### src/rtl/mem_read_responder.sv
// mem_read_responder
// Memory-side responder for the cache burst-read protocol. It takes one burst
// request from the miss handler, issues transSize single-word reads to a
// pipelined memory read port (at most MAX_OUTST in flight), and returns the
// words in order with a one-cycle registered latency. After the last word it
// pulses doneRead.
//
// Ports
//   clk, rst             clock, synchronous active-low reset
//   addr_cache_to_sdram  burst start word address
//   transSize            number of words in the burst (0 = empty burst)
//   readReq              request, held by the requester through doneRead
//   readValid_out        readData valid this cycle
//   readData             returned word (holds when readValid_out is low)
//   doneRead             one-cycle burst-complete pulse
//   mem_addr, mem_rd     memory read address / strobe
//   mem_waitreq          memory stall; mem_rd and mem_addr are held
//   mem_rdata            memory read data
//   mem_rdvalid          mem_rdata valid, in issue order
//
// state | meaning
// IDLE  | waiting for readReq; the only state where a request is sampled
// ISSUE | issuing reads, throttled by the outstanding-read limit
// DRAIN | all reads issued, collecting the remaining returns
// DONE  | doneRead asserted for one cycle
module mem_read_responder #(
  parameter int MAX_TRANS = 16,
  parameter int TS_W      = $clog2(MAX_TRANS),
  parameter int MAX_OUTST = 4
) (
  input  logic            clk,
  input  logic            rst,
  input  logic [24:0]     addr_cache_to_sdram,
  input  logic [TS_W-1:0] transSize,
  input  logic            readReq,
  output logic            readValid_out,
  output logic [31:0]     readData,
  output logic            doneRead,
  output logic [24:0]     mem_addr,
  output logic            mem_rd,
  input  logic            mem_waitreq,
  input  logic [31:0]     mem_rdata,
  input  logic            mem_rdvalid
);

  localparam int OW = $clog2(MAX_OUTST + 1);

  typedef enum logic [1:0] {IDLE, ISSUE, DRAIN, DONE} state_t;

  state_t          state_q, state_d;
  logic [24:0]     addr_q, addr_d;
  logic [TS_W-1:0] len_q, len_d;
  logic [TS_W-1:0] issue_cnt_q, issue_cnt_d;
  logic [TS_W-1:0] ret_cnt_q, ret_cnt_d;
  logic [OW-1:0]   outst_q, outst_d;
  logic            rvalid_q, rvalid_d;
  logic [31:0]     rdata_q, rdata_d;
  logic            accept;
  logic            ret;

  always_comb begin
    state_d     = state_q;
    addr_d      = addr_q;
    len_d       = len_q;
    issue_cnt_d = issue_cnt_q;
    ret_cnt_d   = ret_cnt_q;
    outst_d     = outst_q;
    rdata_d     = rdata_q;

    // Throttle uses the registered count: a return in this cycle frees its
    // slot only from the next cycle on.
    mem_rd = (state_q == ISSUE) && (outst_q < OW'(MAX_OUTST));
    accept = mem_rd && !mem_waitreq;
    // Returns are taken only while a burst is active and still owed words,
    // so stray or late data can never add a readValid_out pulse.
    ret    = mem_rdvalid && ((state_q == ISSUE) || (state_q == DRAIN))
             && (ret_cnt_q != len_q);

    rvalid_d = ret;
    if (ret) begin
      rdata_d   = mem_rdata;
      ret_cnt_d = ret_cnt_q + TS_W'(1);
    end

    if (accept) begin
      addr_d      = addr_q + 25'd1;
      issue_cnt_d = issue_cnt_q + TS_W'(1);
    end

    case ({accept, ret})
      2'b10:   outst_d = outst_q + OW'(1);
      2'b01:   outst_d = outst_q - OW'(1);
      default: outst_d = outst_q;
    endcase

    unique case (state_q)
      IDLE: begin
        if (readReq) begin
          if (transSize != '0) begin
            state_d     = ISSUE;
            addr_d      = addr_cache_to_sdram;
            len_d       = transSize;
            issue_cnt_d = '0;
            ret_cnt_d   = '0;
            outst_d     = '0;
          end else begin
            state_d = DONE;
          end
        end
      end
      ISSUE: begin
        if (accept && ((issue_cnt_q + TS_W'(1)) == len_q)) state_d = DRAIN;
      end
      // Leave DRAIN one cycle after the last return is captured, i.e. while
      // the final word is on readValid_out, so doneRead follows it.
      DRAIN: begin
        if (ret_cnt_q == len_q) state_d = DONE;
      end
      DONE: state_d = IDLE;
      default: state_d = IDLE;
    endcase
  end

  always_ff @(posedge clk) begin
    if (!rst) begin
      state_q     <= IDLE;
      addr_q      <= '0;
      len_q       <= '0;
      issue_cnt_q <= '0;
      ret_cnt_q   <= '0;
      outst_q     <= '0;
      rvalid_q    <= 1'b0;
      rdata_q     <= '0;
    end else begin
      state_q     <= state_d;
      addr_q      <= addr_d;
      len_q       <= len_d;
      issue_cnt_q <= issue_cnt_d;
      ret_cnt_q   <= ret_cnt_d;
      outst_q     <= outst_d;
      rvalid_q    <= rvalid_d;
      rdata_q     <= rdata_d;
    end
  end

  assign mem_addr      = addr_q;
  assign readValid_out = rvalid_q;
  assign readData      = rdata_q;
  assign doneRead      = (state_q == DONE);

endmodule

### config.mk
export PLATFORM = sky130hd
export DESIGN_NAME = mem_read_responder
export DESIGN_NICKNAME = d
export VERILOG_FILES = /design/src/rtl/mem_read_responder.sv
export SDC_FILE = /design/constraint.sdc
export NUM_CORES = 1
export LEC_CHECK = 0
export ABC_AREA = 1
export BUFFER_PORTS_ARGS = -buffer_cell sky130_fd_sc_hd__buf_2
export CORE_AREA = 3 3 89 154
export DETAILED_ROUTE_END_ITERATION = 6
export DIE_AREA = 0 0 92 157
export GPL_ROUTABILITY_DRIVEN = 0
export HOLD_SLACK_MARGIN = 0.05
export PLACE_DENSITY = 0.58
export SLEW_MARGIN = 5
export SYNTH_ARGS = -nofsm -noshare
export SYNTH_HDL_FRONTEND = slang
export SYNTH_SLANG_ARGS = --single-unit
### constraint.sdc
create_clock -name clk -period 3.18 [get_ports clk]
set_clock_uncertainty 0.05 [all_clocks]
set_input_delay 0.159 -clock clk [delete_from_list [all_inputs] [get_ports clk]]
set_output_delay 0.159 -clock clk [all_outputs]
set_load 0.01 [all_outputs]
After elaboration in Yosys (flattened, before gate mapping) --
Index checks and enable logic that the tools add are counted.
Cells by class: reductions and logical operators 11, $add $sub $neg 5, $lt $le $gt $ge 1, eq/ne operators 11, mux-type cells 21
Operators with widths (number):
- $mux 25 | 4
- $mux 4 | 8
- $add 25x1->25 const B | 1
- $mux 3 | 3
- $add 4x1->4 const B | 2
- $eq 4x4->1 | 2
- $mux 2 | 4
- $pmux 2 s4 | 1
- $eq 2x2->1 const B | 3
- $pmux 3 s2 | 1
- $reduce_and 3->1 | 2
- $logic_and 1x1->1 | 5
- $eq 2x1->1 const B | 2
- $ne 2x1->1 const B | 2
- $ne 4x4->1 | 1
- $reduce_bool 4->1 | 1
- $add 3x1->3 const B | 1
- $lt 3x3->1 const B | 1
- $sub 3x1->3 const B | 1
- $logic_not 2->1 | 1
- $ne 2x2->1 const B | 1
- $logic_not 1->1 | 1
- $logic_or 1x1->1 | 1
Word-level totals: word-level logic and storage cells 57, input bits 66, output and inout bits 60, register bits 75

Depth between registers and ports, before layout --
Gate-level depths: netlist of run 1.
word-level depth 9, mapped depth 13, gate-level depth less buffers 13

Worst setup path after synthesis of run 1 --
Ideal clock, no wire load.
path type register to register, from reg state_q[0], to reg outst_q[2], data required time 3.013 ns, library setup time 0.117 ns, stages on the path, launching flop included 13, setup slack 0.944 ns, buffers on the path 1, period minus slack after synthesis 2.236 ns, arrival 2.069 ns, cells stage by stage dfxtp_1 > inv_1 > ha_1 > nand3_4 > inv_6 > buf_6 > ha_1 > inv_1 > fa_1 > a21oi_1 > o21ai_0 > xor2_1 > nor2_1
Between the ends: longest elaborated chain between the ends 9, elaborated cells between the ends (all ways) 14, those cells by class eq/ne: 4; mux: 4; reduce/logical: 6
RTL lines:
- start: declaration | line 50 | state_t state_q, state_d;
- start signal: assignment | line 135 | state_q <= state_d;
- $eq 2x1->1 / $eq 2x2->1 (equally long branches) | line 76 | ret = mem_rdvalid && ((state_q == ISSUE) || (state_q == DRAIN))
- $logic_or 1x1->1 (*) | line 76
- $logic_and 1x1->1 (*) | line 76
- $logic_and 1x1->1 (*) | line 77 | && (ret_cnt_q != len_q);
- named net ret | line 59 | logic ret;
- $eq 2x1->1 / $eq 2x2->1 (equally long branches) | line 90 | case ({accept, ret})
- $pmux 3 s2 (*) | line 90
- $mux 3 | line 99 | if (transSize != '0) begin
- $mux 3 | line 98 | if (readReq) begin
- $mux 3 (*) | line 96 | unique case (state_q)
- end signal: assignment | line 140 | outst_q <= outst_d;
- end: declaration | line 55 | logic [OW-1:0] outst_q, outst_d;
Mark *: on every way through the listed nets, which the timed path passes. The rest lies on a longest branch. A chain may end at the register's enable or synchronous reset.

Worst setup path in the final report of run 1 --
from reg state_q[0], to reg outst_q[2]
Between the ends: longest elaborated chain between the ends 9, elaborated cells between the ends (all ways) 14, those cells by class eq/ne: 4; mux: 4; reduce/logical: 6
RTL lines (line):
- $eq 2x1->1 / $eq 2x2->1 (equally long branches) | 72, 76
- $logic_or 1x1->1 | 76
- $logic_and 1x1->1 | 76
- $logic_and 1x1->1 | 77
- $eq 2x1->1 / $eq 2x2->1 (equally long branches) | 90
- $pmux 3 s2 | 90
- $mux 3 | 99
- $mux 3 | 98
- $mux 3 (*) | 96
Mark *: on every way between the ends. The rest lies on a longest branch, timed or not.

==> results of run 1 <==
-- through the flow --
| step | area, sq um | total power (W) |
|---|---|---|
| 2_1_floorplan | 3850 | 0.00279 |
| 3_3_place_gp | 4600 | 0.00331 |
| 3_5_place_dp | 4600 | 0.00336 |
| 4_1_cts | 5190 | 0.00437 |
| 5_1_grt | 5190 | 0.00470 |
| 6_report | 5190 | 0.00432 |
-- cell type report --
cell class | count | area [sq um] | share of cell area (%)
multi-input cells | 399 | 2020 | 39.0
flip-flops and latches | 75 | 1500 | 29.0
repair buffers | 160 | 966 | 18.6
clock buffers | 13 | 270 | 5.21
well taps | 168 | 210 | 4.05
inverters | 53 | 204 | 3.93
clock inverters | 2 | 10.0 | 0.193
-- critical path, stage by stage (launching register included) --
cell and delay (ns):
sky130_fd_sc_hd__dfxtp_1 0.38, sky130_fd_sc_hd__inv_1 0.09, sky130_fd_sc_hd__ha_1 0.36, sky130_fd_sc_hd__nand3_4 0.33, sky130_fd_sc_hd__inv_6 0.13, sky130_fd_sc_hd__ha_1 0.14, sky130_fd_sc_hd__inv_1 0.06, sky130_fd_sc_hd__fa_1 0.37
sky130_fd_sc_hd__a21oi_1 0.14, sky130_fd_sc_hd__o21ai_0 0.11, sky130_fd_sc_hd__xor2_1 0.15, sky130_fd_sc_hd__nor2_1 0.08
-- layer usage --
metal / part of all wire [%] / wire length [um] / GRT usage (%)
met3: 7.5 / 822 / 4.54
met2: 51 / 5580 / 28.1
met5: 0 / 0 / 0
met1: 38 / 4170 / 15.9
met4: 3.2 / 352 / 8.43
-- registers in the layout, indices dropped and copies added (netlist names) --
name / count
issue_cnt_q: 4
len_q: 4
mem_addr: 25
outst_q: 3
readData: 32
readValid_out: 1
ret_cnt_q: 4
state_q: 2
-- power by group through the flow --
stage               clock (W)  combinational (W)  sequential [W]
floorplan                   0            0.00111         0.00168
CTS                  0.000994            0.00178         0.00160
global placement            0            0.00171         0.00160
finish               0.000965            0.00176         0.00159
detailed placement          0            0.00175         0.00161
global route          0.00103            0.00202         0.00165
-- cell families (layout without fill, tap and decap cells) --
group                    after synthesis  count (layout)  synth area share (%)
AO/OA/AOI/OAI                         75              75                  10.1
XOR/XNOR                              22              22                  5.00
adder cells (fa/ha/maj)                9               9                  3.12
buffers and inverters                 74             228                  8.54
flip-flops                            75              75                  38.9
multiplexers                           1               1                 0.260
AND/OR/NAND/NOR                      292             292                  34.0
-- worst paths after layout --
check / from / to / slack, ns / depth (start not counted)
hold / removal: mem_rdata[25] / readData[25] / 0.06 / 3
setup reg to reg: state_q[0] / outst_q[2] / 0.71 / 11
setup / recovery: state_q[0] / outst_q[2] / 0.71 / 11
hold reg to reg: readData[8] / readData[8] / 0.43 / 2
-- timing repair --
action,4_1_cts,5_1_grt
endpoints found under the hold margin,31,0
hold buffers,31,0
setup buffers,0,0
-- cells in the final DEF (no fill, tap or decap), types with 2 or more instances in the layout --
master and n:
sky130_fd_sc_hd__nand4_1 6, sky130_fd_sc_hd__a211oi_1 2, sky130_fd_sc_hd__o21ai_0 49, sky130_fd_sc_hd__nand3_2 3, sky130_fd_sc_hd__nand3_4 2, sky130_fd_sc_hd__nand2_4 2, sky130_fd_sc_hd__ha_1 8, sky130_fd_sc_hd__dfxtp_1 75
sky130_fd_sc_hd__nand3b_1 3, sky130_fd_sc_hd__nor2_2 2, sky130_fd_sc_hd__buf_2 125, sky130_fd_sc_hd__clkbuf_16 9, sky130_fd_sc_hd__xnor2_1 7, sky130_fd_sc_hd__nor2_4 4, sky130_fd_sc_hd__nor3b_1 3, sky130_fd_sc_hd__nand2_1 123
sky130_fd_sc_hd__nand2_2 6, sky130_fd_sc_hd__buf_4 4, sky130_fd_sc_hd__clkinv_2 2, sky130_fd_sc_hd__inv_2 2, sky130_fd_sc_hd__nand3_1 22, sky130_fd_sc_hd__dlygate4sd3_1 31, sky130_fd_sc_hd__xor2_1 15, sky130_fd_sc_hd__nor2_1 108
sky130_fd_sc_hd__clkbuf_8 3, sky130_fd_sc_hd__a21oi_1 13, sky130_fd_sc_hd__nor2_8 2, sky130_fd_sc_hd__o21ai_1 8, sky130_fd_sc_hd__nor3_1 6, sky130_fd_sc_hd__inv_1 50
==> out/qor.log, run 1 <==
INFO  grt            via_count_of_the_first_global_routing_pass=3834
INFO  die            die_h=157um
INFO  die            design.portCount=126
INFO  sta            min_period=2.47ns
INFO  power          share_clk_of_total_power=22.4%
INFO  sta            setup_ws=0.707ns
INFO  synthesis      synthMostInstantiatedCell=sky130_fd_sc_hd__nand2_1
INFO  synthesis      post_synth.cell_area_avg=7.03squm
INFO  synthesis      synth.top_cell.area_share=38.9%
INFO  clock_network  cts.path.max_buffers=2
INFO  layout         synthToLayoutAreaGrowth=34.5%
INFO  clock_network  cts_num_sinks=75
INFO  clock_network  cts_tree=yes
INFO  routing        wl_per_cell=12.6um
INFO  clock_network  numCtsBuffers=9
INFO  clock_network  worst_skew_pair.late_latency=0.33ns
INFO  worst_setup_path data_required_time_of_the_critical_path=3.40ns
INFO  routing        dr_vias_cell=4.48
INFO  worst_setup_path critical_path.endpoint_type=flip-flop
INFO  clock_network  clk_root_buffer_cell=sky130_fd_sc_hd__clkbuf_16
INFO  outcome        outcome=finished, final reports clean
INFO  routing        route.final.wire_length=10900um
INFO  place          post-place-ws=0.696ns
INFO  sta            drv_slew=0
INFO  power          switching_power=0.00174W
INFO  sta            tightestPinTransition=0.873ns
INFO  clock_network  clk_pin_slew=0.06ns
INFO  worst_setup_path timing.critical_path.fanout_max=37
INFO  grt            overflow=0
INFO  worst_setup_path start_kind=flip-flop
INFO  die            fp.dieW=92um
INFO  routing        first_pass_iters=6
INFO  power          proportion_of_total_power_due_to_net_switching=40.4%
INFO  place          place_inst=824
INFO  routing        final_antenna_net_count=0
INFO  die            design.die.area=14400squm
INFO  die            start_util=30.7%
INFO  grt            maximum_number_of_pins_on_one_net_before_global_route_repair=63
INFO  power          vdd.ir_drop.worst=0.437mV
INFO  routing        via_count=3895
INFO  run            drv_cap=0
INFO  sta            final-hold-violation-count=0
INFO  worst_setup_path crit_arrival=2.70ns
INFO  sta            max_clk_rate=404MHz
INFO  layout         nFillCells=1355
INFO  routing        initialDrtViolationCount=136
INFO  power          total_leakage_power=2.62nW
INFO  synthesis      yosysWarningCount=0
INFO  layout         layout-drive-gt1-share=23.8%
INFO  synthesis      post_synth_main_area_contributors=sky130_fd_sc_hd__dfxtp_1 (39%), sky130_fd_sc_hd__nand2_1 (12%), sky130_fd_sc_hd__nor2_1 (11%)
INFO  synthesis      synth_top_cells_by_count=sky130_fd_sc_hd__nand2_1 (123), sky130_fd_sc_hd__nor2_1 (108), sky130_fd_sc_hd__dfxtp_1 (75)
INFO  power          share_seq_of_total_power=36.9%
INFO  grt            grt_pass1_wl=17900um
INFO  synthesis      syn-num-nets=623
INFO  synthesis      synth_seq_area_share=38.9%
INFO  place          place.detailed.hpwl=8010um
INFO  synthesis      async_reset_ff_share=0%
INFO  layout         final_nets=773
INFO  sta            hold-worst-slack=0.0556ns
INFO  layout         fin_util=41.3%
INFO  sta            timing.setup.tns=0ns
INFO  place          port_buffers=125
INFO  layout         num_antenna_cells=0
INFO  power          internal_power=0.00257W
INFO  power          power-per-cell-area=832nW/um^2
INFO  grt            globalRouteTotalUtil=15.5%
INFO  sta            finalSetupViolations=0
INFO  die            rows=54
INFO  min_path       hold_path.class=in -> reg
INFO  synthesis      synth_flop_cell=sky130_fd_sc_hd__dfxtp_1
INFO  sta            timing.final.crit_share=77.8%
INFO  worst_setup_path path_class=reg -> reg
INFO  synthesis      yosys.area.top_type=sky130_fd_sc_hd__dfxtp_1
INFO  synthesis      syn_inst=548
INFO  clock_network  post_cts_resize_count=0
INFO  synthesis      synth_area=3850squm
INFO  layout         final_cells=870
INFO  sta            rsz0062_at_grt=no
INFO  sta            max_slew_margin=41.6%
INFO  clock_network  htree_num_levels=3
INFO  routing        drc=0
INFO  synthesis      synth_cell_type_count=35
INFO  power          share_comb_of_total_power=40.7%
INFO  die            core-area=12600squm
INFO  synthesis      synth_enable_flop_cells=0
INFO  synthesis      ys_ff_latch=75
INFO  grt            antenna_found_initial=0
No activity file was read; power rests on OpenSTA's default activity.
==> run 2, diff against run 1 <==
--- a/config.mk
+++ b/config.mk
@@ -12,7 +12,7 @@
 export DIE_AREA = 0 0 92 157
 export GPL_ROUTABILITY_DRIVEN = 0
 export HOLD_SLACK_MARGIN = 0.05
-export PLACE_DENSITY = 0.58
+export PLACE_DENSITY = 0.6
 export SLEW_MARGIN = 5
 export SYNTH_ARGS = -nofsm -noshare
 export SYNTH_HDL_FRONTEND = slang
==> constraint.sdc (replaced) <==
create_clock -name clk -period 2 [get_ports clk]
set_clock_uncertainty 0.05 [all_clocks]
set_input_delay 0.1 -clock clk [delete_from_list [all_inputs] [get_ports clk]]
set_output_delay 0.1 -clock clk [all_outputs]
set_load 0.01 [all_outputs]
==> run 2 against run 1 <==
Compared with the run above: flip-flop and latch count unchanged; sequential power grew 60%; worst hold slack improved by 0.0095 ns; final area rose by 8.5%; clock power up 65%; critical path depth unchanged; setup slack got worse by 0.66 ns; register-to-register slack worse by 0.66 ns; combinational power grew 80%; first-iteration DRC count up 39%.
==> out/qor.log, run 2 (synthesis gave the netlist of run 1 again) <==
INFO  outcome        outcome=finished, final reports clean
INFO  clock_network  clk_pin_slew=0.06ns
INFO  place          port_buffers=125
INFO  layout         fin_util=44.8%
INFO  die            die_h=157um
INFO  worst_setup_path cpLargestDelayFamily=adder cells
INFO  place          place_inst=832
INFO  routing        via_count=4093
INFO  routing        drc=0
INFO  sta            max_slew_margin=74.0%
INFO  worst_setup_path crit_path_max_incr_delay=0.37ns
INFO  worst_setup_path start_kind=flip-flop
INFO  grt            globalRouteTotalUtil=16.5%
INFO  routing        wl_per_cell=13.1um
INFO  worst_setup_path critical_path.endpoint_type=flip-flop
INFO  sta            rsz0062_at_grt=yes
INFO  worst_setup_path path_class=reg -> reg
INFO  power          share_seq_of_total_power=34.8%
INFO  power          share_clk_of_total_power=21.8%
INFO  sta            hold-worst-slack=0.0651ns
INFO  run            drv_cap=0
INFO  power          vdd.ir_drop.worst=0.690mV
INFO  power          share_comb_of_total_power=43.4%
INFO  die            rows=54
INFO  grt            antenna_found_initial=0
INFO  clock_network  numCtsBuffers=9
INFO  clock_network  htree_num_levels=3
INFO  clock_network  worst_skew_pair.late_latency=0.34ns
INFO  layout         num_antenna_cells=0
INFO  grt            maximum_number_of_pins_on_one_net_before_global_route_repair=37
INFO  layout         summed_area_of_non_filler_cells_in_the_final_layout=5630squm
INFO  power          power-per-cell-area=1300nW/um^2
INFO  min_path       hold_path.class=in -> reg
INFO  sta            final-hold-violation-count=0
INFO  die            design.portCount=126
INFO  worst_setup_path timing.critical_path.fanout_max=3
INFO  clock_network  cts.path.max_buffers=2
INFO  die            fp.dieW=92um
INFO  grt            overflow=0
INFO  clock_network  cts_num_sinks=75
INFO  grt            grt_pass1_wl=19100um
INFO  sta            max_clk_rate=512MHz
INFO  routing        initialDrtViolationCount=189
INFO  power          internal_power=0.00435W
INFO  layout         most-common-layout-cells=sky130_fd_sc_hd__buf_2 (125), sky130_fd_sc_hd__nand2_1 (122), sky130_fd_sc_hd__nor2_1 (108), sky130_fd_sc_hd__dfxtp_1 (68), sky130_fd_sc_hd__dlygate4sd3_1 (57)
INFO  worst_setup_path crit_buf_inv=3
INFO  routing        route.final.wire_length=11900um
INFO  worst_setup_path crit_arrival=2.13ns
INFO  worst_setup_path path_cells=inv_2 > ha_4 > nand3_4 > inv_6 > ha_4 > inv_2 > fa_2 > a21oi_2 > o21ai_1 > xor2_1 > nor2_1
INFO  grt            via_count_of_the_first_global_routing_pass=4081
INFO  layout         synthToLayoutAreaGrowth=46.0%
INFO  die            design.die.area=14400squm
INFO  sta            drv_slew=0
INFO  routing        first_pass_iters=6
INFO  place          place.detailed.hpwl=8300um
INFO  sta            min_period=1.95ns
INFO  layout         layout-drive-gt1-share=26.5%
INFO  layout         final_cells=908
INFO  routing        final_antenna_net_count=0
INFO  power          proportion_of_total_power_due_to_net_switching=40.3%
INFO  layout         final_common_cell=sky130_fd_sc_hd__buf_2
INFO  power          total_leakage_power=2.78nW
INFO  worst_setup_path critical-path-slowest-cell=sky130_fd_sc_hd__dfxtp_4
INFO  routing        dr_vias_cell=4.51
INFO  die            core-area=12600squm
INFO  worst_setup_path data_required_time_of_the_critical_path=2.17ns
INFO  sta            tightestPinTransition=0.391ns
INFO  place          dpl_cell_area=4710squm
INFO  layout         flip_flop_count_of_the_largest_register_all_copies_and_words_added=32
INFO  power          switching_power=0.00294W
INFO  die            start_util=30.7%
INFO  sta            timing.final.crit_share=97.7%
INFO  clock_network  clk_root_buffer_cell=sky130_fd_sc_hd__clkbuf_16
INFO  sta            finalSetupViolations=0
INFO  clock_network  cts_tree=yes
INFO  layout         final_nets=811
INFO  layout         nFillCells=1238
## run 2: changes by cell type in the layout (fill, tap and decap cells not counted), moves of 3 or more
| cell | change |
|---|---|
| sky130_fd_sc_hd__buf_4 | +9 |
| sky130_fd_sc_hd__clkbuf_8 | -3 |
| sky130_fd_sc_hd__clkinvlp_4 | +3 |
| sky130_fd_sc_hd__dfxtp_1 | -7 |
| sky130_fd_sc_hd__dfxtp_2 | +6 |
| sky130_fd_sc_hd__dlygate4sd3_1 | +26 |
| sky130_fd_sc_hd__ha_1 | -3 |
| sky130_fd_sc_hd__ha_4 | +3 |
| sky130_fd_sc_hd__inv_1 | -4 |
## run 2: cell type report
cell class,instances,area (sq um),area share (%)
clock buffers,10,229,4.07
clock inverters,5,55.1,0.978
inverters,53,210,3.74
multi-input cells,399,2070,36.8
flip-flops and latches,75,1510,26.9
well taps,168,210,3.74
repair buffers,197,1330,23.7
repair inverters,1,5.00,0.0889
## run 2: worst min-delay path, stage by stage
cell and delay, ns:
sky130_fd_sc_hd__buf_2 0.08, sky130_fd_sc_hd__nand2_1 0.04, sky130_fd_sc_hd__nand2_1 0.09, sky130_fd_sc_hd__o21ai_1 0.07, sky130_fd_sc_hd__inv_1 0.04
## run 2: power by group through the flow
stage,Clock [W],Combinational [W],Sequential (W)
detailed placement,0,0.00299,0.00255
global route,0.00169,0.00362,0.00261
finish,0.00159,0.00317,0.00254
CTS,0.00162,0.00309,0.00252
floorplan,0,0.00183,0.00267
global placement,0,0.00291,0.00253
## run 2: per-stage QoR
step | setup WS, ns | total power [W] | TNS, ns
2_1_floorplan | -0.0734 | 0.00450 | -0.0734
3_3_place_gp | 0.0802 | 0.00544 | 0
3_5_place_dp | 0.0131 | 0.00554 | 0
4_1_cts | 0.00117 | 0.00724 | 0
5_1_grt | -0.0549 | 0.00793 | -0.0675
6_report | 0.0456 | 0.00729 | 0
## run 2: layer usage
layer / global-route usage (%) / wire length [um]
met1: 17.9 / 4660
met5: 0 / 0
met4: 7.58 / 325
met2: 29.7 / 6080
met3: 4.45 / 820
## run 2: path summary, 6_finish.rpt
kind / startpoint / end / slack [ns] / depth (start not counted)
hold / removal: addr_cache_to_sdram[13] / mem_addr[13] / 0.07 / 5
setup reg to reg: state_q[0] / outst_q[2] / 0.05 / 11
setup / recovery: state_q[0] / outst_q[2] / 0.05 / 11
hold reg to reg: readData[17] / readData[17] / 0.43 / 2
## run 2: what timing repair did
| item | in CTS | in global routing |
|---|---|---|
| gates resized for setup | 0 | 11 |
| pin swaps | 0 | 1 |
| setup buffers | 1 | 2 |
| hold endpoints to repair | 57 | 0 |
| gates cloned | 0 | 1 |
| hold buffers | 57 | 0 |
| endpoints found under the setup margin | 1 | 9 |
==> run 3, diff against run 2 <==
--- a/config.mk
+++ b/config.mk
@@ -12,7 +12,7 @@
 export DIE_AREA = 0 0 92 157
 export GPL_ROUTABILITY_DRIVEN = 0
 export HOLD_SLACK_MARGIN = 0.05
-export PLACE_DENSITY = 0.6
+export PLACE_DENSITY = 0.58
 export SLEW_MARGIN = 5
 export SYNTH_ARGS = -nofsm -noshare
 export SYNTH_HDL_FRONTEND = slang
==> constraint.sdc (replaced) <==
create_clock -name clk -period 1.8 [get_ports clk]
set_clock_uncertainty 0.05 [all_clocks]
set_input_delay 0.09 -clock clk [delete_from_list [all_inputs] [get_ports clk]]
set_output_delay 0.09 -clock clk [all_outputs]
set_load 0.01 [all_outputs]
==> run 3 against run 2 <==
Compared with the run above: the run now ends with setup timing left; clock-buffer cell count grew 1; worst hold slack better by 0.076 ns; sequential power up 11%; critical path depth unchanged; die area unchanged; setup slack got worse by 0.17 ns; combinational power up 14%; critical path type unchanged; largest cell class unchanged; largest power group unchanged.
==> out/qor.log, run 3 (synthesis gave the netlist of run 1 again) <==
INFO  outcome        outcome=finished with violations
INFO  outcome        failed_checks=setup timing
INFO  grt            antenna_found_initial=0
INFO  min_path       min_to=state_q[1]
INFO  run            drv_cap=0
INFO  die            die_h=157um
INFO  worst_setup_path timing.reg2reg.setup_slack=-0.12ns
INFO  clock_network  cts.path.max_buffers=2
INFO  clock_network  htree_num_levels=3
INFO  layout         synthToLayoutAreaGrowth=52.4%
INFO  sta            finalSetupViolations=2
INFO  grt            globalRouteTotalUtil=16.5%
INFO  layout         final_nets=833
INFO  grt            grt_pass1_wl=19200um
INFO  routing        via_count=4169
INFO  place          dpl_cell_area=4830squm
INFO  place          place.detailed.hpwl=8440um
INFO  layout         flip_flop_count_of_the_largest_register_all_copies_and_words_added=32
INFO  die            design.die.area=14400squm
INFO  min_path       hold_path.class=in -> reg
INFO  clock_network  worst_skew_pair.late_latency=0.33ns
INFO  worst_setup_path path_class=reg -> reg
INFO  worst_setup_path crit-reg2reg-capture=outst_q[2]
INFO  routing        dr_vias_cell=4.47
INFO  sta            rsz0062_at_grt=yes
INFO  sta            max_clk_rate=521MHz
INFO  sta            setup_ws=-0.120ns
INFO  routing        drc=0
INFO  worst_setup_path timing.critical_path.fanout_max=3
INFO  clock_network  cts_num_sinks=75
INFO  worst_setup_path r2r_cells=11
INFO  power          total_leakage_power=2.91nW
INFO  die            fp.dieW=92um
INFO  power          vdd.ir_drop.worst=0.831mV
INFO  routing        final_antenna_net_count=0
INFO  worst_setup_path start_kind=flip-flop
INFO  die            rows=54
INFO  power          power-per-cell-area=1440nW/um^2
INFO  worst_setup_path crit_arrival=2.09ns
INFO  clock_network  clk_pin_slew=0.06ns
INFO  sta            tightestPinTransition=0.418ns
INFO  routing        wl_per_cell=12.5um
INFO  clock_network  cts_tree=yes
INFO  clock_network  numCtsBuffers=9
INFO  grt            via_count_of_the_first_global_routing_pass=4300
INFO  worst_setup_path reg2reg_from=state_q[0]
INFO  layout         final_common_cell=sky130_fd_sc_hd__buf_2
INFO  power          finalPower=0.00843W
INFO  min_path       worst_hold_startpoint=rst
INFO  grt            overflow=0
INFO  sta            final-hold-violation-count=0
INFO  place          port_buffers=125
INFO  grt            maximum_number_of_pins_on_one_net_before_global_route_repair=37
INFO  routing        initialDrtViolationCount=134
INFO  layout         layout-drive-gt1-share=29.2%
INFO  layout         most-common-layout-cells=sky130_fd_sc_hd__buf_2 (125), sky130_fd_sc_hd__nand2_1 (122), sky130_fd_sc_hd__nor2_1 (107), sky130_fd_sc_hd__dfxtp_1 (66), sky130_fd_sc_hd__dlygate4sd3_1 (61)
INFO  sta            drv_slew=0
INFO  sta            timing.setup.tns=-0.183ns
INFO  worst_setup_path data_required_time_of_the_critical_path=1.97ns
INFO  min_path       timing.hold.worst_path_depth=3
INFO  sta            timing.final.crit_share=107%
INFO  routing        first_pass_iters=7
INFO  routing        route.final.wire_length=11700um
INFO  sta            min_period=1.92ns
INFO  die            core-area=12600squm
INFO  layout         summed_area_of_non_filler_cells_in_the_final_layout=5870squm
INFO  worst_setup_path critical_path.endpoint_type=flip-flop
INFO  place          post-place-ws=-0.151ns
INFO  die            start_util=30.7%
INFO  sta            max_slew_margin=72.2%
INFO  die            design.portCount=126
INFO  clock_network  clk_root_buffer_cell=sky130_fd_sc_hd__clkbuf_16
INFO  layout         fin_util=46.7%
## run 3: through the flow
stage | instances | hold WS, ns
global placement | 850 | 0.289
global route | 931 | 0.145
CTS | 928 | 0.131
finish | 932 | 0.142
detailed placement | 850 | 0.297
floorplan | 548 | 0.182
## run 3: worst max-delay path by stage
stage / startpoint / end / slack (ns) / cells past startpoint
after floorplan: state_q[0] / outst_q[2] / -0.27 / 12
after global placement: ret_cnt_q[3] / outst_q[2] / -0.07 / 12
after detailed placement: len_q[0] / outst_q[2] / -0.15 / 12
after CTS: len_q[3] / outst_q[2] / -0.14 / 12
after global routing: len_q[1] / outst_q[2] / -0.20 / 12
final: state_q[0] / outst_q[2] / -0.12 / 11
## run 3: worst max-delay path: stages (launching register included)
cell	delay, ns
sky130_fd_sc_hd__dfxtp_2	0.35
sky130_fd_sc_hd__inv_2	0.06
sky130_fd_sc_hd__ha_4	0.27
sky130_fd_sc_hd__nand3_4	0.08
sky130_fd_sc_hd__clkinv_4	0.06
sky130_fd_sc_hd__ha_4	0.11
sky130_fd_sc_hd__inv_2	0.04
sky130_fd_sc_hd__fa_2	0.37
sky130_fd_sc_hd__a21oi_2	0.16
sky130_fd_sc_hd__o21ai_2	0.08
sky130_fd_sc_hd__xor2_1	0.13
sky130_fd_sc_hd__nor2_1	0.05
## run 3: where the power goes
part	switching [W]	leakage [nW]	total, W	internal (W)
Clock	0.000721	0.158	0.00202	0.00129
Combinational	0.00204	2.14	0.00361	0.00156
Sequential	0.000531	0.620	0.00281	0.00228
Total	0.00330	2.91	0.00843	0.00514
## run 3: metal layers
metal  part of all wire [%]  track usage, %
met5                      0               0
met4                    3.1            9.28
met3                    6.9            3.92
met2                     52            30.2
met1                     37            17.0
## run 3: what timing repair did
item / 4_1_cts / 5_1_grt
pin swaps: 10 / 8
endpoints found under the setup margin: 7 / 21
cloned: 0 / 0
gates resized for setup: 6 / 13
hold endpoints to repair: 61 / 0
hold buffers: 61 / 0
buffers inserted: 1 / 3
## run 3: cell type report
cell class | count | area, sq um
Tap cell | 168 | 210
Antenna cell | 1 | 2.50
Inverter | 53 | 208
Timing Repair Buffer | 220 | 1500
Clock buffer | 11 | 253
Multi-Input combinational cell | 399 | 2100
Clock inverter | 5 | 83.8
Fill cell | 1228 | 6690
Sequential cell | 75 | 1510
